<file path="src/rtl/fetch_unit.sv">
// Instruction fetch stage: issues in-order imem requests at the current PC, buffers
// {pc, instr} in a small circular queue and presents the head to decode.
module fetch_unit #(
  parameter int N     = 64,
  parameter int ILEN  = 32,
  parameter int DEPTH = 4
) (
  input  logic            clk,
  input  logic            rst,
  input  logic [N-1:0]    pc,
  output logic [N-1:0]    pc_next,
  output logic            imem_req_valid,
  input  logic            imem_req_ready,
  output logic [N-1:0]    imem_req_addr,
  input  logic            imem_rsp_valid,
  input  logic [ILEN-1:0] imem_rsp_data,
  input  logic            redirect,
  input  logic [N-1:0]    redirect_pc,
  output logic            id_valid,
  input  logic            id_ready,
  output logic [N-1:0]    id_pc,
  output logic [ILEN-1:0] id_instr
);

  localparam int PW = $clog2(DEPTH);
  localparam int CW = PW + 1;

  logic [N-1:0]    q_pc     [DEPTH];
  logic [ILEN-1:0] q_instr  [DEPTH];
  logic [DEPTH-1:0] q_filled;

  logic [PW-1:0] head, tail, fill;
  // used: allocated entries; pend: allocated but not yet filled; drop: stale responses to discard
  logic [CW-1:0] used, pend, drop;

  logic [CW:0]   credit_sum;
  logic          fire, deq, rsp_drop, rsp_fill;
  logic [CW-1:0] drop_redir;

  always_comb begin
    credit_sum     = {1'b0, used} + {1'b0, drop};
    imem_req_valid = !redirect && (credit_sum < (CW+1)'(DEPTH));
    fire           = imem_req_valid && imem_req_ready;
    id_valid       = !redirect && (used != '0) && q_filled[head];
    deq            = id_valid && id_ready;
    rsp_drop       = imem_rsp_valid && (drop != '0);
    rsp_fill       = imem_rsp_valid && (drop == '0) && (pend != '0);
    // Every unfilled entry becomes a response to discard, less one already arriving now
    drop_redir     = drop + pend - CW'(rsp_drop) - CW'(rsp_fill);
    imem_req_addr  = pc;
    id_pc          = q_pc[head];
    id_instr       = q_instr[head];
  end

  always_comb begin
    pc_next = pc;
    if (redirect)
      pc_next = redirect_pc;
    else if (fire)
      pc_next = pc + N'(4);
  end

  always_ff @(posedge clk or posedge rst) begin
    if (rst) begin
      head     <= '0;
      tail     <= '0;
      fill     <= '0;
      used     <= '0;
      pend     <= '0;
      drop     <= '0;
      q_filled <= '0;
    end else if (redirect) begin
      head     <= '0;
      tail     <= '0;
      fill     <= '0;
      used     <= '0;
      pend     <= '0;
      drop     <= drop_redir;
      q_filled <= '0;
    end else begin
      if (fire) begin
        q_filled[tail] <= 1'b0;
        tail           <= tail + PW'(1);
      end
      if (rsp_fill) begin
        q_filled[fill] <= 1'b1;
        fill           <= fill + PW'(1);
      end
      if (deq) begin
        q_filled[head] <= 1'b0;
        head           <= head + PW'(1);
      end
      used <= used + CW'(fire) - CW'(deq);
      pend <= pend + CW'(fire) - CW'(rsp_fill);
      drop <= drop - CW'(rsp_drop);
    end
  end

  // Payload storage needs no reset; validity lives in q_filled/used.
  always_ff @(posedge clk) begin
    if (fire)
      q_pc[tail] <= pc;
    if (rsp_fill)
      q_instr[fill] <= imem_rsp_data;
  end

endmodule

</file>
<file path="config.mk">
export PLATFORM = sky130hd
export DESIGN_NAME = fetch_unit
export DESIGN_NICKNAME = d
export VERILOG_FILES = /design/src/rtl/fetch_unit.sv
export SDC_FILE = /design/constraint.sdc
export NUM_CORES = 1
export LEC_CHECK = 0
export CAP_MARGIN = 20
export CORE_ASPECT_RATIO = 1.25
export CORE_UTILIZATION = 35
export CTS_BUF_LIST = sky130_fd_sc_hd__clkbuf_8
export CTS_CLUSTER_DIAMETER = 200
export DETAILED_ROUTE_END_ITERATION = 16
export HOLD_SLACK_MARGIN = 0.06
export PLACE_DENSITY = 0.56
export SLEW_MARGIN = 10
export SYNTH_ARGS = -nofsm -noshare
export SYNTH_HDL_FRONTEND = slang
export SYNTH_SLANG_ARGS = --single-unit
export TNS_END_PERCENT = 1
</file>
<file path="constraint.sdc">
create_clock -name clk -period 8.7 [get_ports clk]
set_clock_uncertainty 0.1 [all_clocks]
set_input_delay 1.74 -clock clk [delete_from_list [all_inputs] [get_ports clk]]
set_output_delay 1.74 -clock clk [all_outputs]
set_load 0.01 [all_outputs]
</file>
# Word level (Yosys, flattened, before mapping)
# Memories as Yosys holds them, arrays and structs flattened.
# Index checks and enable logic that the tools add are counted.
[word_totals]
output_inout_bits = 226
regBits = 19
wordCells = 82
memories = 2
ramBits = 384
[op_classes]
magnitude_cmp = 7
n_reduce_logical = 19
muxes = 29
bitwise = 5
n_addsub = 13
[mem_list]
columns = ["name", "words", "word_bits", "rd", "rd_ports_with_merged_regs", "wr", "line", "text"]
rows = [
  ["q_pc", 4, 64, 1, 0, 1, "28", "logic [N-1:0] q_pc [DEPTH];"],
  ["q_instr", 4, 32, 1, 0, 1, "29", "logic [ILEN-1:0] q_instr [DEPTH];"],
]
[op_table]
columns = ["cell", "n"]
rows = [
  ["$mux 64", 2],
  ["$add 64x3->64 const B", 1],
  ["$mux 4", 6],
  ["$sub 3x1->3", 5],
  ["$mux 2", 6],
  ["$logic_and 1x1->1", 11],
  ["$lt 2x3->1 const B", 3],
  ["$mux 3", 3],
  ["$reduce_bool 3->1", 3],
  ["$and 4x4->4", 2],
  ["$mux 1", 8],
  ["$not 4->4", 2],
  ["$add 2x1->2 const B", 3],
  ["$add 3x1->3", 2],
  ["$demux 1 s2", 3],
  ["$ge 2x1->1 const B", 3],
  ["$reduce_bool 2->1", 3],
  ["$add 3x3->4", 1],
  ["$lt 4x3->1 const B", 1],
  ["$or 4x4->4", 1],
  ["$add 3x3->3", 1],
  ["$logic_not 3->1", 1],
  ["$bmux 1 s2", 1],
  ["$logic_not 1->1", 1],
]

# Depth between registers and ports, before layout
# Gate-level depths: netlist of the first run.
[depth]
depth_word = 14
depth_mapped = 13
depth_no_buf = 12

# Worst setup path after synthesis of the first run
# No wires, ideal clock.
[synth_timing]
path_type = "input to output"
start = "input port redirect"
end = "output port pc_next[55]"
arrival_time_ps = 3886
setup_slack_ps = 2974
stages = 7
required_time_ps = 6860
path_cell_list = "buf_2 > nor4_4 > nand4_2 > or4_4 > buf_6 > or4_1 > a31oi_1"
[synth_between]
elab_chain_len = 5
[synth_lines]
columns = ["item", "line", "text"]
rows = [
  ["start: declaration", "17", "input logic redirect,"],
  ["$logic_not 1->1", "42", "imem_req_valid = !redirect && (credit_sum < (CW+1)'(DEPTH));"],
  ["$logic_and 1x1->1", "42", ""],
  ["$logic_and 1x1->1", "43", "fire = imem_req_valid && imem_req_ready;"],
  ["$mux 64", "59", "else if (fire)"],
  ["$mux 64 (*)", "57", "if (redirect)"],
  ["end: declaration", "11", "output logic [N-1:0] pc_next,"],
]
# Mark *: on every way between the ends. The rest lies on a longest branch, timed or not.

# Worst setup path after layout of the first run
[layout_timing]
start = "input port pc[4]"
end = "output port pc_next[37]"
[layout_between]
elab_chain_len = 3
[layout_lines]
columns = ["item", "line", "text"]
rows = [
  ["start: declaration", "10", "input logic [N-1:0] pc,"],
  ["$add 64x3->64", "60", "pc_next = pc + N'(4);"],
  ["$mux 64", "59", ""],
  ["$mux 64", "57", ""],
]
# Every way passes these cells.

==> results.rst, run 1 <==
.. list-table::
   :header-rows: 1

   * - Metric
     - Value
   * - Largest area contributor in the netlist
     - sky130_fd_sc_hd__edfxtp_1
   * - Synthesized-area fraction occupied by ao, oa, aoi and oai cells
     - under 10%
   * - Total of warnings raised by yosys
     - 0
   * - Maximum number of pins on one net before global-route repair
     - 75
   * - Die height
     - about 250 um
   * - Clock insertion delay at the later pin of the skew report
     - approximately 0.60 ns
   * - Status
     - finished clean
   * - Synth Area in XOR/XNOR
     - under 10%
   * - Top library cells by usage in the layout, fill and taps aside
     - 390 x sky130_fd_sc_hd__clkdlybuf4s50_1, 384 x sky130_fd_sc_hd__edfxtp_1, 97 x sky130_fd_sc_hd__mux4_2, 77 x sky130_fd_sc_hd__nand2_1, 69 x sky130_fd_sc_hd__clkbuf_8
   * - Antenna violations before repair
     - 3
   * - Met2 routing resource usage after global routing
     - 32.3%
   * - Worst Setup Path Type
     - input port to output port
   * - Hold buffer count at CTS
     - 0
   * - Buffers on Ports
     - between 300 and 400
   * - Antenna-violating nets left
     - 0
   * - Sink Count
     - between 400 and 500
   * - Critical path endpoint category
     - output port
   * - Clock period minus final worst setup slack
     - 7.29 ns
   * - Worst-path clk slew
     - ~0.060 ns
   * - Fill count
     - around 4500
   * - Met1 usage in global routing
     - ~23%
   * - Via count
     - 11100
   * - Fraction of the mapped netlist area in adder cells
     - under 10%
   * - CTS Root Buffer Type
     - sky130_fd_sc_hd__clkbuf_8
   * - Share of Yosys cell area claimed by the top area cell type
     - between 60 and 70%
   * - Leading cell type in the layout, fill and taps excluded
     - sky130_fd_sc_hd__clkdlybuf4s50_1
   * - Total iterations of the first detailed-routing run
     - 5
   * - Standard-cell rows
     - just over 90
   * - Mapped Cells
     - between 1000 and 1500
   * - Final-layout setup total negative slack
     - 0 ns
   * - # setup viols final
     - 0
   * - Overall Global Routing Usage
     - between 10% and 20%
   * - Most used flip-flop cell after synthesis
     - sky130_fd_sc_hd__edfxtp_1
   * - Global-route wire length before repair
     - about 72000 um
   * - Post-synthesis net count
     - between 1000 and 1500
   * - Pins over their slew limit
     - 0
   * - Hpwl dp
     - ~32000 um
   * - Longest Clk Path Bufs
     - 3
   * - Flip-flop and latch count after synthesis
     - about 400
   * - Data arrival at the endpoint of the critical path
     - about 5.5 ns
   * - Static leakage
     - roughly 0.0076 uW
   * - Setup WS post-layout
     - 1.41 ns
   * - Unrepaired setup endpoints after global routing
     - false
   * - Die Outline Area
     - 52000 um2
   * - Maximum vdd ir drop
     - ~90 uV
   * - Avg Inst Size Synth
     - 16.4 um2
   * - Post-detailed-route wirelength per cell
     - 22.4 um
   * - Via count of the first global-routing pass
     - between 10000 and 15000
   * - Met3 track utilization from global routing
     - 4.82%
   * - Sequential cell area fraction in the yosys report
     - 67.1%
   * - Final net count
     - approximately 1600
   * - Post-synth EDFFs
     - around 380
   * - Post-placement setup slack
     - between 1 and 1.5 ns
   * - Die X
     - ~200 um
   * - Number of design rule violations left after detail routing
     - 0
   * - Effective utilization at floorplan
     - between 30% and 40%
   * - Placeable core region
     - between 50000 and 60000 um2
   * - Routability congestion estimate
     - 0.784
   * - Number of violations of the max-capacitance limit
     - 0
   * - Post-Synth Simple-Gate Area
     - between 7 and 8%
   * - Final Hold Fails
     - 0
   * - Routed wire length
     - about 48000 um
   * - Main area contributors after synthesis
     - sky130_fd_sc_hd__edfxtp_1 64%, sky130_fd_sc_hd__mux4_2 12%, sky130_fd_sc_hd__buf_4 2.7%
   * - First-iteration detailed-routing DRC count
     - 599
   * - Final worst hold slack
     - around 0.42 ns
   * - Cell Pwr Density
     - roughly 190 nW/um2
   * - Most heavily used metal layer in global routing
     - met2
   * - Largest family of logic cells by synthesized area
     - multiplexers
   * - Maximum clock frequency
     - 0.137 GHz
   * - Share of flip-flops with an asynchronous set or reset
     - under 10%
   * - Post-CTS Resized
     - 0
   * - TritonCTS clock tree
     - done
   * - Netlist area before placement
     - between 15000 and 20000 um2
   * - Number of H-tree branching levels
     - 3
   * - I/O pins
     - between 300 and 400
   * - Post-synthesis mux area share
     - between 10% and 20%
   * - Worst relative slew slack
     - a little over a quarter
   * - Total global routing overflow
     - 0
   * - Final critical-path share of the clock period
     - between 80% and 90%
   * - Number of buffers inserted during clock tree synthesis
     - between 60 and 70
   * - Drt via density
     - roughly 5.1
   * - Crit start category
     - input port
   * - Hold crit path type
     - register to register
   * - Post-synth cell types
     - 48
   * - Critical Path Fanout Max
     - 11
   * - Post-CTS setup buffer count
     - 0
   * - Crit path required time
     - slightly below 7 ns
   * - Area overhead of the layout relative to synthesis
     - 30.1%
   * - Fraction of final layout cells sized beyond drive strength 1
     - 14.1%
   * - Util after Layout
     - between 40 and 50%
   * - Actual transition at the worst max-transition pin
     - around 1.1 ns
-- critical path: stages --
cell and delay [ns]:
sky130_fd_sc_hd__clkdlybuf4s50_1 0.69, sky130_fd_sc_hd__nand4_1 0.25, sky130_fd_sc_hd__or4_1 0.81, sky130_fd_sc_hd__or3_2 0.56, sky130_fd_sc_hd__or4_1 0.52, sky130_fd_sc_hd__a31oi_1 0.27, sky130_fd_sc_hd__clkdlybuf4s50_1 0.60
-- cell families (layout without fill, tap and decap cells) --
kind of cell | after synthesis | count (layout)
flip-flops | 403 | 403
adder cells (fa/ha/maj) | 28 | 28
multiplexers | 112 | 112
XOR/XNOR | 46 | 46
other | 0 | 1
buffers and inverters | 151 | 559
AND/OR/NAND/NOR | 263 | 263
AO/OA/AOI/OAI | 90 | 90
-- sequential cells by signal, indices dropped and copies added, names as in the netlist --
signal and count:
q_pc 256, q_instr 128, q_filled 4, drop 3, pend 3, used 3
fill 2, head 2, tail 2
-- worst paths after layout --
kind | slack, ns | start | endpoint | cells after the start
worst max-delay path | 1.41 | pc[4] | pc_next[37] | 7
worst min-delay path | 0.42 | drop[2] | drop[2] | 1
worst max register to register | 5.08 | used[1] | q_pc[0][10] | 6
worst min register to register | 0.42 | drop[2] | drop[2] | 1
max in group asynchronous | 6.38 | rst | head[0] | 2
min in group asynchronous | 1.51 | rst | tail[0] | 2
-- final cells by class --
type                    instances  area (um2)  area share [%]
well taps                     658         823            3.54
flip-flops and latches        403       12000            51.6
clock buffers                  69         950            4.08
repair buffers                408        4040            17.3
inverters                      35         136           0.586
diodes                          1        2.50          0.0107
clock inverters                47         258            1.11
multi-input cells             539        5060            21.7
-- report_power, final --
part           switching [uW]  leakage [uW]  internal [uW]
Sequential               33.0       0.00372           2230
Combinational             336       0.00324            329
Clock                     741      0.000671            798
-- synth_stat cells, types with 19 or more instances --
cell type                  number
sky130_fd_sc_hd__nand3_1       34
sky130_fd_sc_hd__inv_1         35
sky130_fd_sc_hd__dfrtp_1       19
sky130_fd_sc_hd__nor2_1        34
sky130_fd_sc_hd__o21ai_0       46
sky130_fd_sc_hd__xnor2_1       33
sky130_fd_sc_hd__nor4_1        24
sky130_fd_sc_hd__buf_4         64
sky130_fd_sc_hd__clkbuf_1      34
sky130_fd_sc_hd__ha_1          23
sky130_fd_sc_hd__nand2_1       77
sky130_fd_sc_hd__nand4_1       25
sky130_fd_sc_hd__edfxtp_1     384
sky130_fd_sc_hd__mux4_2        97
-- through the flow --
step	std cells	area (um2)	total power, uW
after CTS	2159	23300	4540
after detailed placement	2043	22100	2980
final	2160	23300	4470
after global placement	2043	22100	2970
after floorplan	1093	17900	2610
after global routing	2160	23300	4680
-- routing by layer --
layer | wire (um) | part of all wire [%] | vias up
li1 | - | - | 4975
met2 | 24900 | 51 | 383
met3 | 3170 | 6.5 | 61
met5 | 21 | 0.043 | -
met4 | 855 | 1.8 | 4
met1 | 19500 | 40 | 5634
No activity file was read; power rests on OpenSTA's default activity.
==> inputs of run 2 (changes only) <==
Clock period 8.7 ns to 7.25 ns, I/O delays scaled along.
==> results.rst, run 2 (synthesis results as in run 1) <==
.. list-table::
   :header-rows: 1

   * - Metric
     - Value
   * - Top library cells by usage in the layout, fill and taps aside
     - 390 x sky130_fd_sc_hd__clkdlybuf4s50_1, 384 x sky130_fd_sc_hd__edfxtp_1, 97 x sky130_fd_sc_hd__mux4_2, 77 x sky130_fd_sc_hd__nand2_1, 70 x sky130_fd_sc_hd__clkbuf_8
   * - Final Hold Fails
     - 0
   * - Post-CTS Resized
     - 0
   * - Number of H-tree branching levels
     - 3
   * - Actual transition at the worst max-transition pin
     - a little over 1 ns
   * - Crit-path cells
     - clkdlybuf4s50_1 -> nand4_1 -> nor4_1 -> nand4_1 -> buf_4 -> or4_1 -> nand3_1 -> clkdlybuf4s50_1
   * - Final-layout setup total negative slack
     - 0 ns
   * - Drt via density
     - around 5
   * - Maximum number of pins on one net before global-route repair
     - approximately 70
   * - # setup viols final
     - 0
   * - Final critical-path share of the clock period
     - 91.2%
   * - Maximum clock frequency
     - ~0.15 GHz
   * - Crit start category
     - input port
   * - Critical path endpoint category
     - output port
   * - Fraction of final layout cells sized beyond drive strength 1
     - between 10% and 20%
   * - Total iterations of the first detailed-routing run
     - 5
   * - First-iteration detailed-routing DRC count
     - approximately 610
   * - Data arrival at the endpoint of the critical path
     - approximately 5.1 ns
   * - Placeable core region
     - roughly 50000 um2
   * - Effective utilization at floorplan
     - ~35%
   * - Via count
     - 11200
   * - Number of buffers inserted during clock tree synthesis
     - 68
   * - Clock insertion delay at the later pin of the skew report
     - around 0.6 ns
   * - Register bank with the most flops
     - q_pc
   * - Die Outline Area
     - around 52000 um2
   * - Longest Clk Path Bufs
     - 3
   * - Antenna-violating nets left
     - 0
   * - Static leakage
     - ~0.0078 uW
   * - Standard-cell rows
     - 92
   * - Unrepaired setup endpoints after global routing
     - false
   * - Biggest regs
     - q_pc x256, q_instr x128, q_filled x4
   * - Area of placed instances
     - 22300 um2
   * - Crit path required time
     - approximately 5.7 ns
   * - Sink Count
     - between 400 and 500
   * - Post-route cell area
     - between 20000 and 25000 um2
   * - Worst-path clk slew
     - approximately 0.07 ns
   * - Status
     - finished clean
   * - Die X
     - approximately 200 um
   * - Post-detailed-route wirelength per cell
     - 22.8 um
   * - Buffers on Ports
     - between 300 and 400
   * - Antenna violations before repair
     - 3
   * - Global-route wire length before repair
     - around 73000 um
   * - TritonCTS clock tree
     - done
   * - Overall Global Routing Usage
     - 19.1%
   * - Hold buffer count at CTS
     - 0
   * - Clock period minus final worst setup slack
     - 6.61 ns
   * - Worst Setup Path Type
     - input port to output port
   * - Post-CTS setup buffer count
     - 0
   * - Critical-path cell with the highest stage delay
     - sky130_fd_sc_hd__nor4_1
   * - Via count of the first global-routing pass
     - approximately 12000
   * - Final net count
     - ~1700
   * - Number of flip-flops in the largest register
     - ~260
   * - Number of design rule violations left after detail routing
     - 0
   * - Maximum vdd ir drop
     - 85.9 uV
   * - Critical Path Fanout Max
     - 10
   * - Routability congestion estimate
     - roughly 0.77
   * - Hold crit path type
     - register to register
   * - CTS Root Buffer Type
     - sky130_fd_sc_hd__clkbuf_8
   * - Routed wire length
     - approximately 50000 um
   * - Area overhead of the layout relative to synthesis
     - 31.7%
   * - Pins over their slew limit
     - 0
   * - Leading cell type in the layout, fill and taps excluded
     - sky130_fd_sc_hd__clkdlybuf4s50_1
   * - Total global routing overflow
     - 0
   * - Die height
     - 255 um
   * - Max incr delay on CP
     - between 0.9 and 1 ns
   * - Final worst hold slack
     - 0.417 ns
   * - Cell Pwr Density
     - around 230 nW/um2
   * - Hpwl dp
     - between 30000 and 40000 um
   * - I/O pins
     - a little under 400
   * - Number of violations of the max-capacitance limit
     - 0
   * - Worst relative slew slack
     - a little under a third
run 2: changes by cell type in the layout (fill, tap and decap cells not counted), moves of 2 or more:
cell / before / now
sky130_fd_sc_hd__buf_12: 0 / 2
sky130_fd_sc_hd__buf_4: 18 / 42
sky130_fd_sc_hd__clkinv_1: 21 / 10
sky130_fd_sc_hd__clkinv_2: 10 / 13
sky130_fd_sc_hd__inv_1: 45 / 56
run 2: layout make-up:
cell class / instances / area [um2]
multi-input cells: 539 / 5060
repair buffers: 434 / 4260
flip-flops and latches: 403 / 12000
clock buffers: 70 / 963
diodes: 1 / 2.50
clock inverters: 52 / 308
well taps: 658 / 823
fillers: 4530 / 26900
inverters: 35 / 136
run 2: worst paths after layout:
check / startpoint / end / slack (ns) / cells past startpoint
worst max-delay path: pc[5] / pc_next[61] / 0.64 / 8
worst min-delay path: drop[2] / drop[2] / 0.42 / 1
worst max register to register: head[0] / used[2] / 3.79 / 10
worst min register to register: drop[2] / drop[2] / 0.42 / 1
max in group asynchronous: rst / head[0] / 5.25 / 2
min in group asynchronous: rst / tail[0] / 1.20 / 2
run 2: power breakdown:
part           internal [uW]  leakage (uW)  switching [uW]
Clock                   1010      0.000744             907
Combinational            407       0.00338             407
Sequential              2670       0.00372            39.0
Total                   4090       0.00784            1350
run 2: metal layers:
| layer | vias up | part of all wire (%) | track usage, % |
|---|---|---|---|
| met4 | 4 | 1.8 | 5.84 |
| met3 | 66 | 6.6 | 4.52 |
| met1 | 5678 | 39 | 22.6 |
| met2 | 408 | 53 | 34.0 |
| li1 | 5038 | - | - |
| met5 | - | 0.054 | 0 |
run 2: per-stage QoR:
step                      total power [uW]  worst slack, ns  utilization [%]  std cells
after floorplan                       3130             2.10                -       1093
after global placement                3570            0.713             44.1       2067
after detailed placement              3580            0.671             44.1       2067
after CTS                             5530            0.664             46.7       2189
after global routing                  5690            0.523             46.7       2192
final                                 5450            0.639             46.7       2192
run 2: critical path: cells and delay by family:
kind | cells | cell delay (ns)
and+or+nand+nor | 5 | 2.07
buffers and inverters | 3 | 1.53
==> inputs of run 3 (changes only) <==
Settings changed: CORE_MARGIN from default to 2.
==> results.rst, run 3 (synthesis results as in run 1) <==
.. list-table::
   :header-rows: 1

   * - Metric
     - Value
   * - Status
     - finished clean
   * - Number of buffers inserted during clock tree synthesis
     - 69
   * - Reg2Reg Launch Point
     - used[2]
   * - Final critical-path share of the clock period
     - 91.1%
   * - Longest Clk Path Bufs
     - 3
   * - Buffers on Ports
     - a little under 400
   * - Post-detailed-route wirelength per cell
     - between 20 and 25 um
   * - Antenna-violating nets left
     - 0
   * - Actual transition at the worst max-transition pin
     - approximately 1.0 ns
   * - Reg-to-reg setup timing slack
     - 3.59 ns
   * - I/O pins
     - between 300 and 400
   * - Hold crit path type
     - register to register
   * - Global-route wire length before repair
     - 74900 um
   * - Pins over their slew limit
     - 0
   * - Overall Global Routing Usage
     - ~19%
   * - Maximum vdd ir drop
     - 106 uV
   * - Total met2 wirelength after detailed routing
     - ~26000 um
   * - Final net count
     - 1668
   * - Hold buffer count at CTS
     - 0
   * - Data arrival at the endpoint of the critical path
     - roughly 5 ns
   * - Number of H-tree branching levels
     - 3
   * - Final Hold Fails
     - 0
   * - Maximum clock frequency
     - ~0.15 GHz
   * - Area of placed instances
     - between 20000 and 25000 um2
   * - Antenna violations before repair
     - 3
   * - Post-route cell area
     - 23500 um2
   * - Final worst hold slack
     - between 0.4 and 0.5 ns
   * - Max incr delay on CP
     - roughly 0.76 ns
   * - Critical-path cell with the highest stage delay
     - sky130_fd_sc_hd__or4_1
   * - Die height
     - around 260 um
   * - Util after Layout
     - a little under half
   * - Unrepaired setup endpoints after global routing
     - false
   * - Hpwl dp
     - 33200 um
   * - Total global routing overflow
     - 0
   * - Via count of the first global-routing pass
     - 12000
   * - Number of flip-flops in the largest register
     - ~260
   * - Critical Path Fanout Max
     - 10
   * - Highest Signal Layer
     - met5
   * - Routed wire length
     - approximately 50000 um
   * - Critical path endpoint category
     - output port
   * - Crit path required time
     - about 5.7 ns
   * - Fraction of final layout cells sized beyond drive strength 1
     - approximately 16%
   * - Final-layout setup total negative slack
     - 0 ns
   * - Crit. Startpoint
     - pc[13]
   * - Total Power
     - around 5400 uW
   * - Register bank with the most flops
     - q_pc
   * - Clock period minus final worst setup slack
     - 6.60 ns
   * - Maximum number of pins on one net before global-route repair
     - between 90 and 100
   * - Fill count
     - around 4500
   * - Routability congestion estimate
     - approximately 0.78
   * - Total iterations of the first detailed-routing run
     - 5
   * - Standard-cell rows
     - a little over 90
   * - Placeable core region
     - about 50000 um2
   * - CTS Root Buffer Type
     - sky130_fd_sc_hd__clkbuf_8
   * - Worst Setup Path Type
     - input port to output port
   * - Drt via density
     - approximately 5.1
   * - Worst-path clk slew
     - around 0.06 ns
   * - Die X
     - slightly above 200 um
   * - Metal1 wirelength
     - around 20000 um
   * - Top library cells by usage in the layout, fill and taps aside
     - 390 x sky130_fd_sc_hd__clkdlybuf4s50_1, 384 x sky130_fd_sc_hd__edfxtp_1, 97 x sky130_fd_sc_hd__mux4_2, 77 x sky130_fd_sc_hd__nand2_1, 71 x sky130_fd_sc_hd__clkbuf_8
   * - Met3 WL
     - ~3100 um
   * - # setup viols final
     - 0
   * - Cell Pwr Density
     - 230 nW/um2
   * - Worst relative slew slack
     - slightly above 30%
   * - Via count
     - around 11000
   * - TritonCTS clock tree
     - done
   * - Sink Count
     - just over 400
   * - Die Outline Area
     - 52900 um2
   * - Number of design rule violations left after detail routing
     - 0
   * - Effective utilization at floorplan
     - 35.5%
   * - Number of violations of the max-capacitance limit
     - 0
   * - Hold path startpoint
     - drop[2]
   * - Clock insertion delay at the later pin of the skew report
     - between 0.6 and 0.7 ns
   * - Biggest regs
     - q_pc x256, q_instr x128, q_filled x4
   * - Leading cell type in the layout, fill and taps excluded
     - sky130_fd_sc_hd__clkdlybuf4s50_1
   * - Area overhead of the layout relative to synthesis
     - 31.2%
   * - Crit-path cells
     - clkdlybuf4s50_1 -> nand3_1 -> or4_1 -> or3_2 -> or4_1 -> a31oi_1 -> clkdlybuf4s50_1
   * - Post-CTS setup buffer count
     - 0
   * - First-iteration detailed-routing DRC count
     - around 570
   * - Post-CTS Resized
     - 0
   * - Static leakage
     - slightly below 0.008 uW
   * - Crit start category
     - input port
## run 3: changes by cell type in the layout (fill, tap and decap cells not counted)
cell                         previous run  this run
sky130_fd_sc_hd__and2_2                 0         4
sky130_fd_sc_hd__buf_12                 2         1
sky130_fd_sc_hd__clkinvlp_4             2         3
sky130_fd_sc_hd__buf_4                 42        35
sky130_fd_sc_hd__bufinv_16              3         2
sky130_fd_sc_hd__clkinv_2              13        16
sky130_fd_sc_hd__diode_2                1         2
sky130_fd_sc_hd__clkbuf_8              70        71
sky130_fd_sc_hd__inv_1                 56        50
sky130_fd_sc_hd__and2_1                 8         4
sky130_fd_sc_hd__clkinv_1              10        11
sky130_fd_sc_hd__inv_6                  3         0
## run 3: per-stage QoR
stage               setup slack (ns)  instances
floorplan                       2.10       1093
global placement               0.731       2061
detailed placement             0.702       2061
CTS                            0.677       2179
global route                   0.535       2181
finish                         0.649       2181
## run 3: worst max-delay path: cells and delay by family
kind	cells	cell delay [ns]
compound gates	1	0.24
buf+inv	2	1.32
simple gates	4	2.04
## run 3: layout make-up
class / count / area (um2) / share of cell area, %
tap: 658 / 823 / 3.51
inverter: 35 / 136 / 0.581
clock buffer: 71 / 977 / 4.17
sequential: 403 / 12000 / 51.2
timing repair buffer: 426 / 4190 / 17.8
antenna: 2 / 5.00 / 0.0213
clock inverter: 47 / 255 / 1.09
multi-input combinational: 539 / 5060 / 21.6
## run 3: final timing paths
path | cells after the start | end
worst max register to register | 6 | q_pc[3][48]
worst max-delay path | 7 | pc_next[37]
max in group asynchronous | 2 | head[1]
worst min-delay path | 1 | drop[2]
min in group asynchronous | 2 | pend[2]
worst min register to register | 1 | drop[2]
## run 3: metal layers
layer  up-vias  GRT usage [%]
li1       5013              -
met1      5689           22.7
met2       397           33.5
met3        94           4.47
met4         2           7.68
met5         -              0
## run 3: where the power goes
part	switching [uW]	internal, uW
combinational	405	402
clock	892	979
sequential	38.6	2680
